### config.mk
export PLATFORM = sky130hd
export DESIGN_NAME = ysyx_25040109_axi_arbiter
export DESIGN_NICKNAME = d
export VERILOG_FILES = /design/src/rtl/ysyx_25040109_axi_pkg.sv /design/src/rtl/ysyx_25040109_axi_arbiter.sv
export SDC_FILE = /design/constraint.sdc
export NUM_CORES = 1
export LEC_CHECK = 0
export ABC_AREA = 1
export BUFFER_PORTS_ARGS = -buffer_cell sky130_fd_sc_hd__buf_2
export CORE_AREA = 2 2 171 173
export CTS_CLUSTER_DIAMETER = 100
export DETAILED_ROUTE_END_ITERATION = 6
export DIE_AREA = 0 0 173 175
export GPL_ROUTABILITY_DRIVEN = 0
export GPL_TIMING_DRIVEN = 0
export SLEW_MARGIN = 10
export SYNTH_ARGS = -nofsm -noshare
export SYNTH_HDL_FRONTEND = slang
export SYNTH_SLANG_ARGS = --single-unit
### constraint.sdc
create_clock -name clk -period 1.31 [get_ports clk]
set_clock_uncertainty 0.15 [all_clocks]
set_input_delay 0.131 -clock clk [delete_from_list [all_inputs] [get_ports clk]]
set_output_delay 0.131 -clock clk [all_outputs]
set_load 0.02 [all_outputs]
### src/rtl/ysyx_25040109_axi_pkg.sv
// Shared types and constants for the two-master AXI4-Lite arbiter.
// State encoding, response codes, and the request-vector bit order used by the priority pick.
package ysyx_25040109_axi_pkg;

  typedef enum logic [2:0] {
    ST_IDLE  = 3'd0,
    ST_RD_M0 = 3'd1,
    ST_RD_M1 = 3'd2,
    ST_WR_M0 = 3'd3,
    ST_WR_M1 = 3'd4
  } state_t;

  localparam logic [1:0] RESP_OKAY   = 2'b00;
  localparam logic [1:0] RESP_SLVERR = 2'b10;
  localparam logic [1:0] RESP_DECERR = 2'b11;

  // Lower index wins.
  localparam int PRIO_M1_WR = 0;
  localparam int PRIO_M1_RD = 1;
  localparam int PRIO_M0_WR = 2;
  localparam int PRIO_M0_RD = 3;
  localparam int N_REQ      = 4;

endpackage

### src/rtl/ysyx_25040109_axi_arbiter.sv
// Fixed-priority 2:1 AXI4-Lite arbiter (IFU=m0, LSU=m1), one transaction in flight.
// Grant one cycle after the request is seen in IDLE; data/response paths are combinational; losers wait.
module ysyx_25040109_axi_arbiter
  import ysyx_25040109_axi_pkg::*;
#(
  parameter int ADDR_W = 32,
  parameter int DATA_W = 32
) (
  input  logic                clk,
  input  logic                rst,

  input  logic                m0_arvalid,
  output logic                m0_arready,
  input  logic [ADDR_W-1:0]   m0_araddr,
  output logic                m0_rvalid,
  input  logic                m0_rready,
  output logic [DATA_W-1:0]   m0_rdata,
  output logic [1:0]          m0_rresp,
  input  logic                m0_awvalid,
  output logic                m0_awready,
  input  logic [ADDR_W-1:0]   m0_awaddr,
  input  logic                m0_wvalid,
  output logic                m0_wready,
  input  logic [DATA_W-1:0]   m0_wdata,
  input  logic [DATA_W/8-1:0] m0_wstrb,
  output logic                m0_bvalid,
  input  logic                m0_bready,
  output logic [1:0]          m0_bresp,

  input  logic                m1_arvalid,
  output logic                m1_arready,
  input  logic [ADDR_W-1:0]   m1_araddr,
  output logic                m1_rvalid,
  input  logic                m1_rready,
  output logic [DATA_W-1:0]   m1_rdata,
  output logic [1:0]          m1_rresp,
  input  logic                m1_awvalid,
  output logic                m1_awready,
  input  logic [ADDR_W-1:0]   m1_awaddr,
  input  logic                m1_wvalid,
  output logic                m1_wready,
  input  logic [DATA_W-1:0]   m1_wdata,
  input  logic [DATA_W/8-1:0] m1_wstrb,
  output logic                m1_bvalid,
  input  logic                m1_bready,
  output logic [1:0]          m1_bresp,

  output logic                s_arvalid,
  input  logic                s_arready,
  output logic [ADDR_W-1:0]   s_araddr,
  input  logic                s_rvalid,
  output logic                s_rready,
  input  logic [DATA_W-1:0]   s_rdata,
  input  logic [1:0]          s_rresp,
  output logic                s_awvalid,
  input  logic                s_awready,
  output logic [ADDR_W-1:0]   s_awaddr,
  output logic                s_wvalid,
  input  logic                s_wready,
  output logic [DATA_W-1:0]   s_wdata,
  output logic [DATA_W/8-1:0] s_wstrb,
  input  logic                s_bvalid,
  output logic                s_bready,
  input  logic [1:0]          s_bresp
);

  state_t             r_state;
  state_t             w_next;
  logic               r_ar_done;
  logic               r_aw_done;
  logic               r_w_done;
  logic [N_REQ-1:0]   w_req;
  logic               w_rd0, w_rd1, w_wr0, w_wr1;
  logic               w_r_hs, w_b_hs;

  function automatic state_t pick(input logic [N_REQ-1:0] req);
    state_t grant;
    grant = ST_IDLE;
    if (req[PRIO_M1_WR])      grant = ST_WR_M1;
    else if (req[PRIO_M1_RD]) grant = ST_RD_M1;
    else if (req[PRIO_M0_WR]) grant = ST_WR_M0;
    else if (req[PRIO_M0_RD]) grant = ST_RD_M0;
    return grant;
  endfunction

  always_comb begin
    w_req             = '0;
    w_req[PRIO_M1_WR] = m1_awvalid | m1_wvalid;
    w_req[PRIO_M1_RD] = m1_arvalid;
    w_req[PRIO_M0_WR] = m0_awvalid | m0_wvalid;
    w_req[PRIO_M0_RD] = m0_arvalid;
  end

  assign w_rd0 = (r_state == ST_RD_M0);
  assign w_rd1 = (r_state == ST_RD_M1);
  assign w_wr0 = (r_state == ST_WR_M0);
  assign w_wr1 = (r_state == ST_WR_M1);

  assign w_r_hs = s_rvalid & s_rready;
  assign w_b_hs = s_bvalid & s_bready;

  always_comb begin
    w_next = r_state;
    case (r_state)
      ST_IDLE:            w_next = pick(w_req);
      ST_RD_M0, ST_RD_M1: if (w_r_hs) w_next = ST_IDLE;
      ST_WR_M0, ST_WR_M1: if (w_b_hs) w_next = ST_IDLE;
      default:            w_next = ST_IDLE;
    endcase
  end

  always_ff @(posedge clk or posedge rst) begin
    if (rst) begin
      r_state <= ST_IDLE;
    end else begin
      r_state <= w_next;
    end
  end

  // Done flags keep each address/data beat to exactly one handshake per grant.
  always_ff @(posedge clk or posedge rst) begin
    if (rst) begin
      r_ar_done <= 1'b0;
      r_aw_done <= 1'b0;
      r_w_done  <= 1'b0;
    end else begin
      if (r_state == ST_IDLE || w_r_hs)   r_ar_done <= 1'b0;
      else if (s_arvalid && s_arready)    r_ar_done <= 1'b1;

      if (r_state == ST_IDLE || w_b_hs) begin
        r_aw_done <= 1'b0;
        r_w_done  <= 1'b0;
      end else begin
        if (s_awvalid && s_awready) r_aw_done <= 1'b1;
        if (s_wvalid && s_wready)   r_w_done  <= 1'b1;
      end
    end
  end

  assign s_arvalid = ((w_rd0 & m0_arvalid) | (w_rd1 & m1_arvalid)) & ~r_ar_done;
  assign s_araddr  = w_rd0 ? m0_araddr : (w_rd1 ? m1_araddr : '0);
  assign s_rready  = (w_rd0 & m0_rready) | (w_rd1 & m1_rready);

  assign s_awvalid = ((w_wr0 & m0_awvalid) | (w_wr1 & m1_awvalid)) & ~r_aw_done;
  assign s_awaddr  = w_wr0 ? m0_awaddr : (w_wr1 ? m1_awaddr : '0);
  assign s_wvalid  = ((w_wr0 & m0_wvalid) | (w_wr1 & m1_wvalid)) & ~r_w_done;
  assign s_wdata   = w_wr0 ? m0_wdata : (w_wr1 ? m1_wdata : '0);
  assign s_wstrb   = w_wr0 ? m0_wstrb : (w_wr1 ? m1_wstrb : '0);
  assign s_bready  = (w_wr0 & m0_bready) | (w_wr1 & m1_bready);

  assign m0_arready = w_rd0 & s_arready & ~r_ar_done;
  assign m0_rvalid  = w_rd0 & s_rvalid;
  assign m0_rdata   = w_rd0 ? s_rdata : '0;
  assign m0_rresp   = w_rd0 ? s_rresp : '0;
  assign m0_awready = w_wr0 & s_awready & ~r_aw_done;
  assign m0_wready  = w_wr0 & s_wready & ~r_w_done;
  assign m0_bvalid  = w_wr0 & s_bvalid;
  assign m0_bresp   = w_wr0 ? s_bresp : '0;

  assign m1_arready = w_rd1 & s_arready & ~r_ar_done;
  assign m1_rvalid  = w_rd1 & s_rvalid;
  assign m1_rdata   = w_rd1 ? s_rdata : '0;
  assign m1_rresp   = w_rd1 ? s_rresp : '0;
  assign m1_awready = w_wr1 & s_awready & ~r_aw_done;
  assign m1_wready  = w_wr1 & s_wready & ~r_w_done;
  assign m1_bvalid  = w_wr1 & s_bvalid;
  assign m1_bresp   = w_wr1 ? s_bresp : '0;

endmodule

==> results.cfg, run 1 <==
[global_route]
grt_max_degree = 11
overflow = 0
antenna_found_initial = 2
track_usage = 0.130
grt_pass1_wl_mm = 30.5
grt_pass1_vias = 5390

[route]
num_vias = 5404
final_antenna_net_count = 0
vias_per_cell = 3.83
drt-initial-drc-count = 107
drc = 0
top_layer = met4
wirelength_mm = 23.6
dr.pass1.iters = 4
wl_met3_mm = 1.46
wl_met1_mm = 9.18
route.met2.wl_mm = 12.3
wire_per_inst_um = 16.7

[pwr]
power.leakage_nw = 4.85
p_int_w = 0.00850
p_sw_frac = 0.501
clkPwrFrac = 0.030
total_power_w = 0.0170
peakVddDrop_mv = 0.904
power.net_switching_w = 0.00854
power_frac_seq = 0.023
power.density_nw_per_um2 = 1790
power_frac_comb = 0.946

[yosys]
yosys.area_share.adder = 0
ys_warn_count = 0
synth_compound_area_frac = 0.230
ys_ff_latch = 6
synthSimpleGateAreaFrac = 0.388
synth_seq_area_share = 0.0621
synth_top_family_by_area = simple AND/OR/NAND/NOR gates
muxShareOfSynthArea = 0
synthTopCellsByArea = inv_1, nand2_1, o21ai_0, nor2_1, nand3_1
synth_cells = 523
syn_area_per_cell_um2 = 4.62
synth_xor_area_frac = 0
syn_area_um2 = 2420
netlist.top_cell.by_area = inv_1
synth_nets = 776
yosysTopAreaCellShare = 0.233
ys_types = 23

[sta]
slew_viol_final = 0
setup_violations = 193
fin_crit_sh = 1.46
fin_ws_ps = -603
fin_crit_ps = 1910
relSlewSlack = 0.788
fmax_mhz = 523
hold_viol = 0
rsz0062_at_grt = true
tightest_slew_ps = 319
hold_slack_ps = 22.3

[status]
violations = setup timing
status = complete, but fails checks

[min_path]
min_to = r_w_done
hold_depth = 3
min_from = s_wready
holdCritPathClass = in2reg

[worst_setup_path]
path_class = reg2out
start_kind = register
crit_chain = buf_6, nor2_4, nand2_4, inv_8, buf_12, buf_12, nand2_1, o21ai_2, buf_6
timing.rr.end = r_state[1]
ff2ff_path_depth = 11
cp_num_cells = 9
crit_fanout = 10
timing.rr.start = r_state[1]
cpLargestDelayFamily = buffers and inverters
r2r_slack_ps = -300
cp.arrival_ps = 1630
critPathMaxStageDelay_ps = 360
cp.buffers_inverters = 5
endpoint_kind = primary output
crit_required_ps = 1030
crit_path_top_delay_cell = dfrtp_1

[die]
start_util = 0.0851
die_y_um = 175
rows = 62
dieArea_um2 = 30300
core_area_um2 = 28400
die_w_um = 173
ios = 440

[cells_and_area]
num-nets-final = 1279
drive_above_1_share = 0.809
multiInputGateArea_um2 = 3390
seq_area_um2 = 151
fillerInstances = 2838
postLayoutCoreUtil = 0.336
syn2layout_area_growth_pct = 295

[cts]
cts_tree = built
cts_buffers = 3
clock_path_buffers = 2
cts_sinks = 6
cts-root-buf = clkbuf_16
clkTransAtPathRegs_ps = 40
cts_max_level = 1
insertion_delay_ps = 230

[placed_design]
place_ws_ps = -622
place_hpwl_mm = 16.7
portBuffers = 439

[flow_run]
cap_viol_max_count = 0
==> power groups by stage <==
stage / Sequential, W / Clock (W) / Combinational (W)
after floorplan: 0.000382 / 0 / 0.00596
after detailed placement: 0.000399 / 0 / 0.00899
after global placement: 0.000398 / 0 / 0.00893
after global routing: 0.000411 / 0.000529 / 0.0169
after CTS: 0.000384 / 0.000521 / 0.0136
final: 0.000398 / 0.000516 / 0.0161
==> metal layers <==
layer,GRT usage,vias up
met2,0.253,307
met3,0.0183,32
li1,-,2576
met5,0,-
met1,0.147,2489
met4,0.0335,0
==> synth_stat cells <==
master	instances
a21oi_1	3
a31oi_1	1
buf_1	2
buf_2	17
buf_4	4
buf_6	5
clkbuf_1	6
dfrtp_1	6
inv_1	150
inv_2	2
nand2_1	90
nand2_4	1
nand3_1	35
nand3_2	1
nand3_4	1
nand4_1	3
nor2_1	84
nor2_4	2
nor3_1	6
o21ai_0	66
o21ai_1	34
o21ai_2	3
o31ai_1	1
==> layout make-up <==
| type | count | area share |
|---|---|---|
| tap | 384 | 0.0504 |
| antenna | 1 | 0.000262 |
| multi-input combinational | 331 | 0.355 |
| buffer | 34 | 0.0625 |
| timing repair buffer | 498 | 0.447 |
| clock buffer | 4 | 0.00827 |
| sequential | 6 | 0.0159 |
| inverter | 152 | 0.0609 |
==> how the worst max path moves through the flow <==
stage	from	endpoint	slack (ps)
after global placement	r_state[2]	m1_rdata[12]	-620
final	r_state[1]	s_awaddr[25]	-600
after floorplan	r_state[1]	s_arvalid	-170
after CTS	r_state[1]	s_awaddr[3]	-600
after detailed placement	r_state[1]	s_wdata[29]	-620
after global routing	r_state[0]	s_wdata[6]	-650
==> cell usage in the layout (no fill, tap or decap), types with 2 or more instances in the layout <==
master	count
buf_16	14
a21oi_2	2
dfrtp_1	5
nand3_4	6
o21ai_4	48
clkbuf_16	14
buf_6	184
nand2_8	2
buf_8	7
nand2_1	19
nor2_1	5
buf_2	253
nand3_1	5
nor3_4	5
nand2_4	26
inv_2	4
inv_1	146
nand4_1	3
nand3_2	26
clkbuf_4	2
dlygate4sd3_1	3
buf_4	36
o21ai_2	49
nand2_2	44
nor2_4	81
o21ai_1	6
buf_12	21
==> registers in the layout (all words and copies together), names as in the netlist <==
| register | flops |
|---|---|
| r_ar_done | 1 |
| r_aw_done | 1 |
| r_state | 3 |
| r_w_done | 1 |
==> tightest hold or removal path, delay by kind of cell <==
kind            cells  cell delay (ps)
compound gates      1               50
simple gates        1               80
buf+inv             1              100
==> repair_timing <==
| item | CTS | global route |
|---|---|---|
| endpoints found under the hold margin | 7 | 0 |
| cloned | 11 | 10 |
| resized for setup | 421 | 248 |
| endpoints found under the setup margin | 193 | 193 |
| pin swaps | 13 | 9 |
| buffers inserted | 25 | 13 |
| hold buffers | 3 | 0 |
==> kinds of logic after synthesis <==
kind of cell | count (synthesis)
AND/OR/NAND/NOR | 223
AO/OA/AOI/OAI | 108
buffers and inverters | 186
flip-flops | 6
==> through the flow <==
| stage | area, µm² | setup TNS [ps] | cells |
|---|---|---|---|
| 2_1_floorplan | 3570 | -21540 | 523 |
| 3_3_place_gp | 6240 | -86000 | 1346 |
| 3_5_place_dp | 6240 | -85520 | 1346 |
| 4_1_cts | 8270 | -99110 | 1388 |
| 5_1_grt | 9530 | -107900 | 1409 |
| 6_report | 9530 | -98060 | 1410 |
No activity file was read; power rests on OpenSTA's default activity.
==> run 2, diff against run 1 <==
--- a/config.mk
+++ b/config.mk
@@ -5,12 +5,11 @@
 export SDC_FILE = /design/constraint.sdc
 export NUM_CORES = 1
 export LEC_CHECK = 0
-export ABC_AREA = 1
-export BUFFER_PORTS_ARGS = -buffer_cell sky130_fd_sc_hd__buf_2
-export CORE_AREA = 2 2 171 173
+export CORE_AREA = 2 2 173 175
 export CTS_CLUSTER_DIAMETER = 100
 export DETAILED_ROUTE_END_ITERATION = 6
-export DIE_AREA = 0 0 173 175
+export DIE_AREA = 0 0 175 177
+export DONT_BUFFER_PORTS = 1
 export GPL_ROUTABILITY_DRIVEN = 0
 export GPL_TIMING_DRIVEN = 0
 export SLEW_MARGIN = 10
==> results.cfg, run 2 <==
[status]
status = complete, but fails checks
violations = setup timing

[pwr]
power_frac_comb = 0.871
power.net_switching_w = 0.00302
total_power_w = 0.00629
p_sw_frac = 0.480
p_int_w = 0.00327
power_frac_seq = 0.050
clkPwrFrac = 0.078
power.leakage_nw = 2.19
peakVddDrop_mv = 0.971
power.density_nw_per_um2 = 1270

[cts]
insertion_delay_ps = 230
clock_path_buffers = 2
cts_buffers = 3
cts-root-buf = clkbuf_16
cts_sinks = 6
cts_tree = built
cts_max_level = 1
clkTransAtPathRegs_ps = 30

[worst_setup_path]
crit_chain = buf_6, nor3b_4, buf_6, buf_12, buf_12, buf_12, a22o_4
start_kind = register
critPathMaxStageDelay_ps = 370
timing.rr.end = r_aw_done
cpMostUsedCell = buf_12
timing.rr.start = r_state[2]
endpoint_kind = primary output
crit_required_ps = 1030
r2r_slack_ps = -320
crit_path_top_delay_cell = dfrtp_1
cp.buffers_inverters = 5
path_class = reg2out
cp.arrival_ps = 1640
ff2ff_path_depth = 8
crit_fanout = 6
cpLargestDelayFamily = buffers and inverters

[yosys]
ys_ff_latch = 6
ys_warn_count = 0
synthTopCellsByArea = a22o_1, and2_1, dfrtp_1, buf_2, buf_4
syn_area_per_cell_um2 = 7.67
synthArstFlopShare = 1.00
ys_types = 25
yosysMostFrequentCell = a22o_1
netlist.top_cell.by_area = a22o_1
synth_cells = 265
synth-main-ff-cell = dfrtp_1
synth_nets = 518
syn_area_um2 = 2030
synth_seq_area_share = 0.0739
synthTopCellsByCount = a22o_1, and2_1, buf_2
synth_edf_count = 0
yosysTopAreaCellShare = 0.448

[route]
final_antenna_net_count = 0
num_vias = 2762
drc = 0
wirelength_mm = 17.3
dr.pass1.iters = 4
vias_per_cell = 3.90
wire_per_inst_um = 24.4
drt-initial-drc-count = 135

[sta]
rsz0062_at_grt = true
hold_viol = 0
slew_viol_final = 0
fin_ws_ps = -614
fin_crit_sh = 1.47
fin_crit_ps = 1920
fmax_mhz = 520
relSlewSlack = 0.758
setup_violations = 193
tightest_slew_ps = 364

[flow_run]
cap_viol_max_count = 0

[global_route]
grt_pass1_vias = 2514
grt_max_degree = 11
overflow = 0
track_usage = 0.0906
antenna_found_initial = 1
grt_pass1_wl_mm = 20.3

[die]
ios = 440
die_y_um = 177
core_area_um2 = 29200
start_util = 0.0695
rows = 63
die_w_um = 175
dieArea_um2 = 31000

[cells_and_area]
top_register = r_state
num-nets-final = 574
final_common_cell = a22o_4
fin_area_um2 = 4970
largest_reg_flops = 3
most-common-layout-cells = a22o_4, and2_4, buf_6
insertedDiodeCount = 0
drive_above_1_share = 0.890
syn2layout_area_growth_pct = 145

[min_path]
hold_depth = 3
min_to = r_w_done
min_from = m1_wvalid
holdCritPathClass = in2reg

[placed_design]
place_hpwl_mm = 12.3
place_area_um2 = 3120
portBuffers = 0
[run 2: cell types whose count changed in the layout (fill, tap and decap cells not counted), moves of 29 or more]
cell	before	now
buf_2	253	0
and2_4	0	76
o21ai_4	48	0
nand2_2	44	0
buf_4	36	7
o21ai_2	49	0
buf_6	184	24
nor2_4	81	1
a22o_4	0	103
inv_1	146	1
[run 2: metal layers]
layer  track usage  wire [µm]  vias up
li1              -          -     1149
met1         0.142       8010     1432
met2         0.130       8080      168
met3        0.0172       1100       11
met4       0.00764         79        2
met5             0         11        -
[run 2: worst max path at each step]
stage / start / cells after the start / slack [ps] / to
2_1_floorplan: r_state[0] / 5 / -230 / s_wdata[28]
3_3_place_gp: r_state[2] / 4 / -720 / s_araddr[19]
3_5_place_dp: r_state[2] / 4 / -740 / s_araddr[19]
4_1_cts: r_state[1] / 5 / -600 / s_wvalid
5_1_grt: r_state[2] / 6 / -670 / m0_arready
6_report: r_state[0] / 7 / -610 / s_rready
[run 2: worst min-delay path: cells and delay by family]
family / cells / cell delay, ps
compound gates: 2 / 140
simple gates: 1 / 80
[run 2: stage by stage]
stage / worst slack, ps / setup TNS (ps) / utilization / hold slack (ps) / cells
floorplan: -225 / -31550 / - / -228 / 265
global placement: -719 / -94980 / 0.107 / -202 / 655
detailed placement: -739 / -97370 / 0.107 / -203 / 655
CTS: -599 / -97540 / 0.154 / 2.29 / 689
global route: -671 / -111430 / 0.170 / 27.8 / 709
finish: -614 / -101830 / 0.170 / 17.5 / 709
[run 2: layout make-up]
class | count | area [µm²]
Clock buffer | 3 | 75.1
Tap cell | 390 | 488
Inverter | 1 | 3.75
Fill cell | 3174 | 24300
Timing Repair Buffer | 51 | 766
Multi-Input combinational cell | 225 | 2910
Buffer | 33 | 576
Sequential cell | 6 | 150
[run 2: what timing repair did]
action | in CTS | in global routing
buffers inserted | 15 | 10
hold endpoints to repair | 11 | 0
setup endpoints to repair | 193 | 193
gates cloned | 7 | 10
resized for setup | 209 | 57
pin swaps | 55 | 43
hold buffers | 9 | 0
[run 2: kinds of logic after synthesis]
family / share of synthesized area
compound gates: 0.489
flops: 0.0739
simple gates: 0.344
buf+inv: 0.0930
[run 2: power by group through the flow]
stage                     Clock, W  Sequential (W)  Combinational (W)
after floorplan                  0        0.000280            0.00299
after global placement           0        0.000312            0.00355
after detailed placement         0        0.000314            0.00356
after CTS                 0.000494        0.000315            0.00459
after global routing      0.000497        0.000320            0.00570
final                     0.000493        0.000317            0.00548
==> run 3, diff against run 2 <==
--- a/config.mk
+++ b/config.mk
@@ -5,10 +5,10 @@
 export SDC_FILE = /design/constraint.sdc
 export NUM_CORES = 1
 export LEC_CHECK = 0
-export CORE_AREA = 2 2 173 175
+export CORE_AREA = 2 2 172 174
 export CTS_CLUSTER_DIAMETER = 100
 export DETAILED_ROUTE_END_ITERATION = 6
-export DIE_AREA = 0 0 175 177
+export DIE_AREA = 0 0 174 176
 export DONT_BUFFER_PORTS = 1
 export GPL_ROUTABILITY_DRIVEN = 0
 export GPL_TIMING_DRIVEN = 0
==> constraint.sdc (replaced) <==
create_clock -name clk -period 1.81 [get_ports clk]
set_clock_uncertainty 0.15 [all_clocks]
set_input_delay 0.181 -clock clk [delete_from_list [all_inputs] [get_ports clk]]
set_output_delay 0.181 -clock clk [all_outputs]
set_load 0.02 [all_outputs]
==> results.cfg, run 3 (synthesis gave the netlist of run 2 again) <==
[cells_and_area]
final_common_cell = a22o_4
top_register = r_state
instances_no_fill = 690
largest_reg_flops = 3
syn2layout_area_growth_pct = 128
insertedDiodeCount = 0
most-common-layout-cells = a22o_4, and2_4, buf_12
drive_above_1_share = 0.856
num-nets-final = 561

[min_path]
hold_depth = 2
holdCritPathClass = in2reg
min_from = m1_bready
min_to = r_w_done

[worst_setup_path]
crit_required_ps = 1480
timing.rr.start = r_state[2]
path_class = reg2out
crit_fanout = 10
endpoint_kind = primary output
r2r_slack_ps = 100
cp.arrival_ps = 1630
ff2ff_path_depth = 8
start_kind = register
timing.rr.end = r_aw_done

[sta]
rsz0062_at_grt = true
fin_setup_tns_ps = -17690
slew_viol_final = 0
tightest_slew_ps = 299
fin_ws_ps = -152
fin_crit_sh = 1.08
relSlewSlack = 0.800
fin_crit_ps = 1960
hold_viol = 0
fmax_mhz = 510
setup_violations = 181

[die]
core_area_um2 = 28500
ios = 440
die_w_um = 174
die_y_um = 176
dieArea_um2 = 30600
rows = 62
start_util = 0.0712

[cts]
clock_path_buffers = 2
insertion_delay_ps = 230
cts_buffers = 3
cts-root-buf = clkbuf_16
cts_max_level = 1
cts_tree = built
clkTransAtPathRegs_ps = 30
cts_sinks = 6

[pwr]
power_frac_comb = 0.871
power.net_switching_w = 0.00210
peakVddDrop_mv = 0.638
power.leakage_nw = 2.07
clkPwrFrac = 0.082
power_frac_seq = 0.048
power.density_nw_per_um2 = 960
p_sw_frac = 0.472
p_int_w = 0.00235

[status]
status = complete, but fails checks
violations = setup timing

[route]
num_vias = 2707
drc = 0
dr.pass1.iters = 4
drt-initial-drc-count = 152
vias_per_cell = 3.92
wire_per_inst_um = 24.7
final_antenna_net_count = 0
wirelength_mm = 17.1

[placed_design]
portBuffers = 0
dp_cells = 649
place_hpwl_mm = 12.6

[global_route]
grt.busiest_layer = met1
met3_usage = 0.0269
antenna_found_initial = 1
grt_pass1_vias = 2500
overflow = 0
track_usage = 0.0908
grt.met1_usage = 0.135
grtUsageMet2 = 0.130
grt_pass1_wl_mm = 20.3
grt_max_degree = 11

[flow_run]
cap_viol_max_count = 0
## run 3: how the worst max path moves through the flow
stage	start	endpoint	slack [ps]	cells after the start
3_5_place_dp	r_state[2]	s_araddr[2]	-510	4
5_1_grt	r_state[0]	s_araddr[9]	-220	6
3_3_place_gp	r_state[2]	s_araddr[2]	-500	4
4_1_cts	r_state[1]	s_awaddr[3]	-210	5
2_1_floorplan	r_state[1]	s_wvalid	110	5
6_report	r_state[0]	s_araddr[9]	-150	6
## run 3: critical path: stages (launching register included)
cell,delay [ps]
dfrtp_1,380
buf_6,150
nor3b_4,270
buf_12,180
buf_12,120
buf_12,130
a22o_4,170
## run 3: per-layer routing
metal / part of all wire / vias to the layer above
li1: - / 1112
met4: 0.015 / 2
met3: 0.096 / 12
met1: 0.42 / 1385
met5: 0.00076 / -
met2: 0.47 / 196
## run 3: cell type report
cell class | instances | area (µm²)
well taps | 384 | 480
clock buffers | 3 | 75.1
repair buffers | 40 | 572
flip-flops and latches | 6 | 150
plain buffers | 31 | 518
fillers | 3203 | 23900
multi-input cells | 225 | 2840
inverters | 1 | 3.75
## run 3: stage by stage
step / hold WS, ps / cell area (µm²) / utilization / total power (W) / setup slack (ps)
floorplan: -178 / 2030 / - / 0.00198 / 107
finish: 34.2 / 4640 / 0.162 / 0.00445 / -152
CTS: 24.4 / 3930 / 0.138 / 0.00344 / -211
global placement: -154 / 2510 / 0.0880 / 0.00233 / -501
detailed placement: -150 / 2510 / 0.0880 / 0.00236 / -509
global route: 45.0 / 4640 / 0.162 / 0.00461 / -224
## run 3: timing repair
action	CTS	global route
hold buffers	6	0
setup buffers	10	12
setup endpoints to repair	189	187
gates cloned	1	11
pin swaps	15	57
resized for setup	349	79
hold endpoints to repair	10	0
## run 3: power groups by stage
| stage | registers (W) | logic (W) | clock network [W] |
|---|---|---|---|
| 2_1_floorplan | 0.000186 | 0.00180 | 0 |
| 3_3_place_gp | 0.000191 | 0.00214 | 0 |
| 3_5_place_dp | 0.000194 | 0.00216 | 0 |
| 4_1_cts | 0.000207 | 0.00287 | 0.000360 |
| 5_1_grt | 0.000219 | 0.00402 | 0.000372 |
| 6_report | 0.000212 | 0.00388 | 0.000363 |
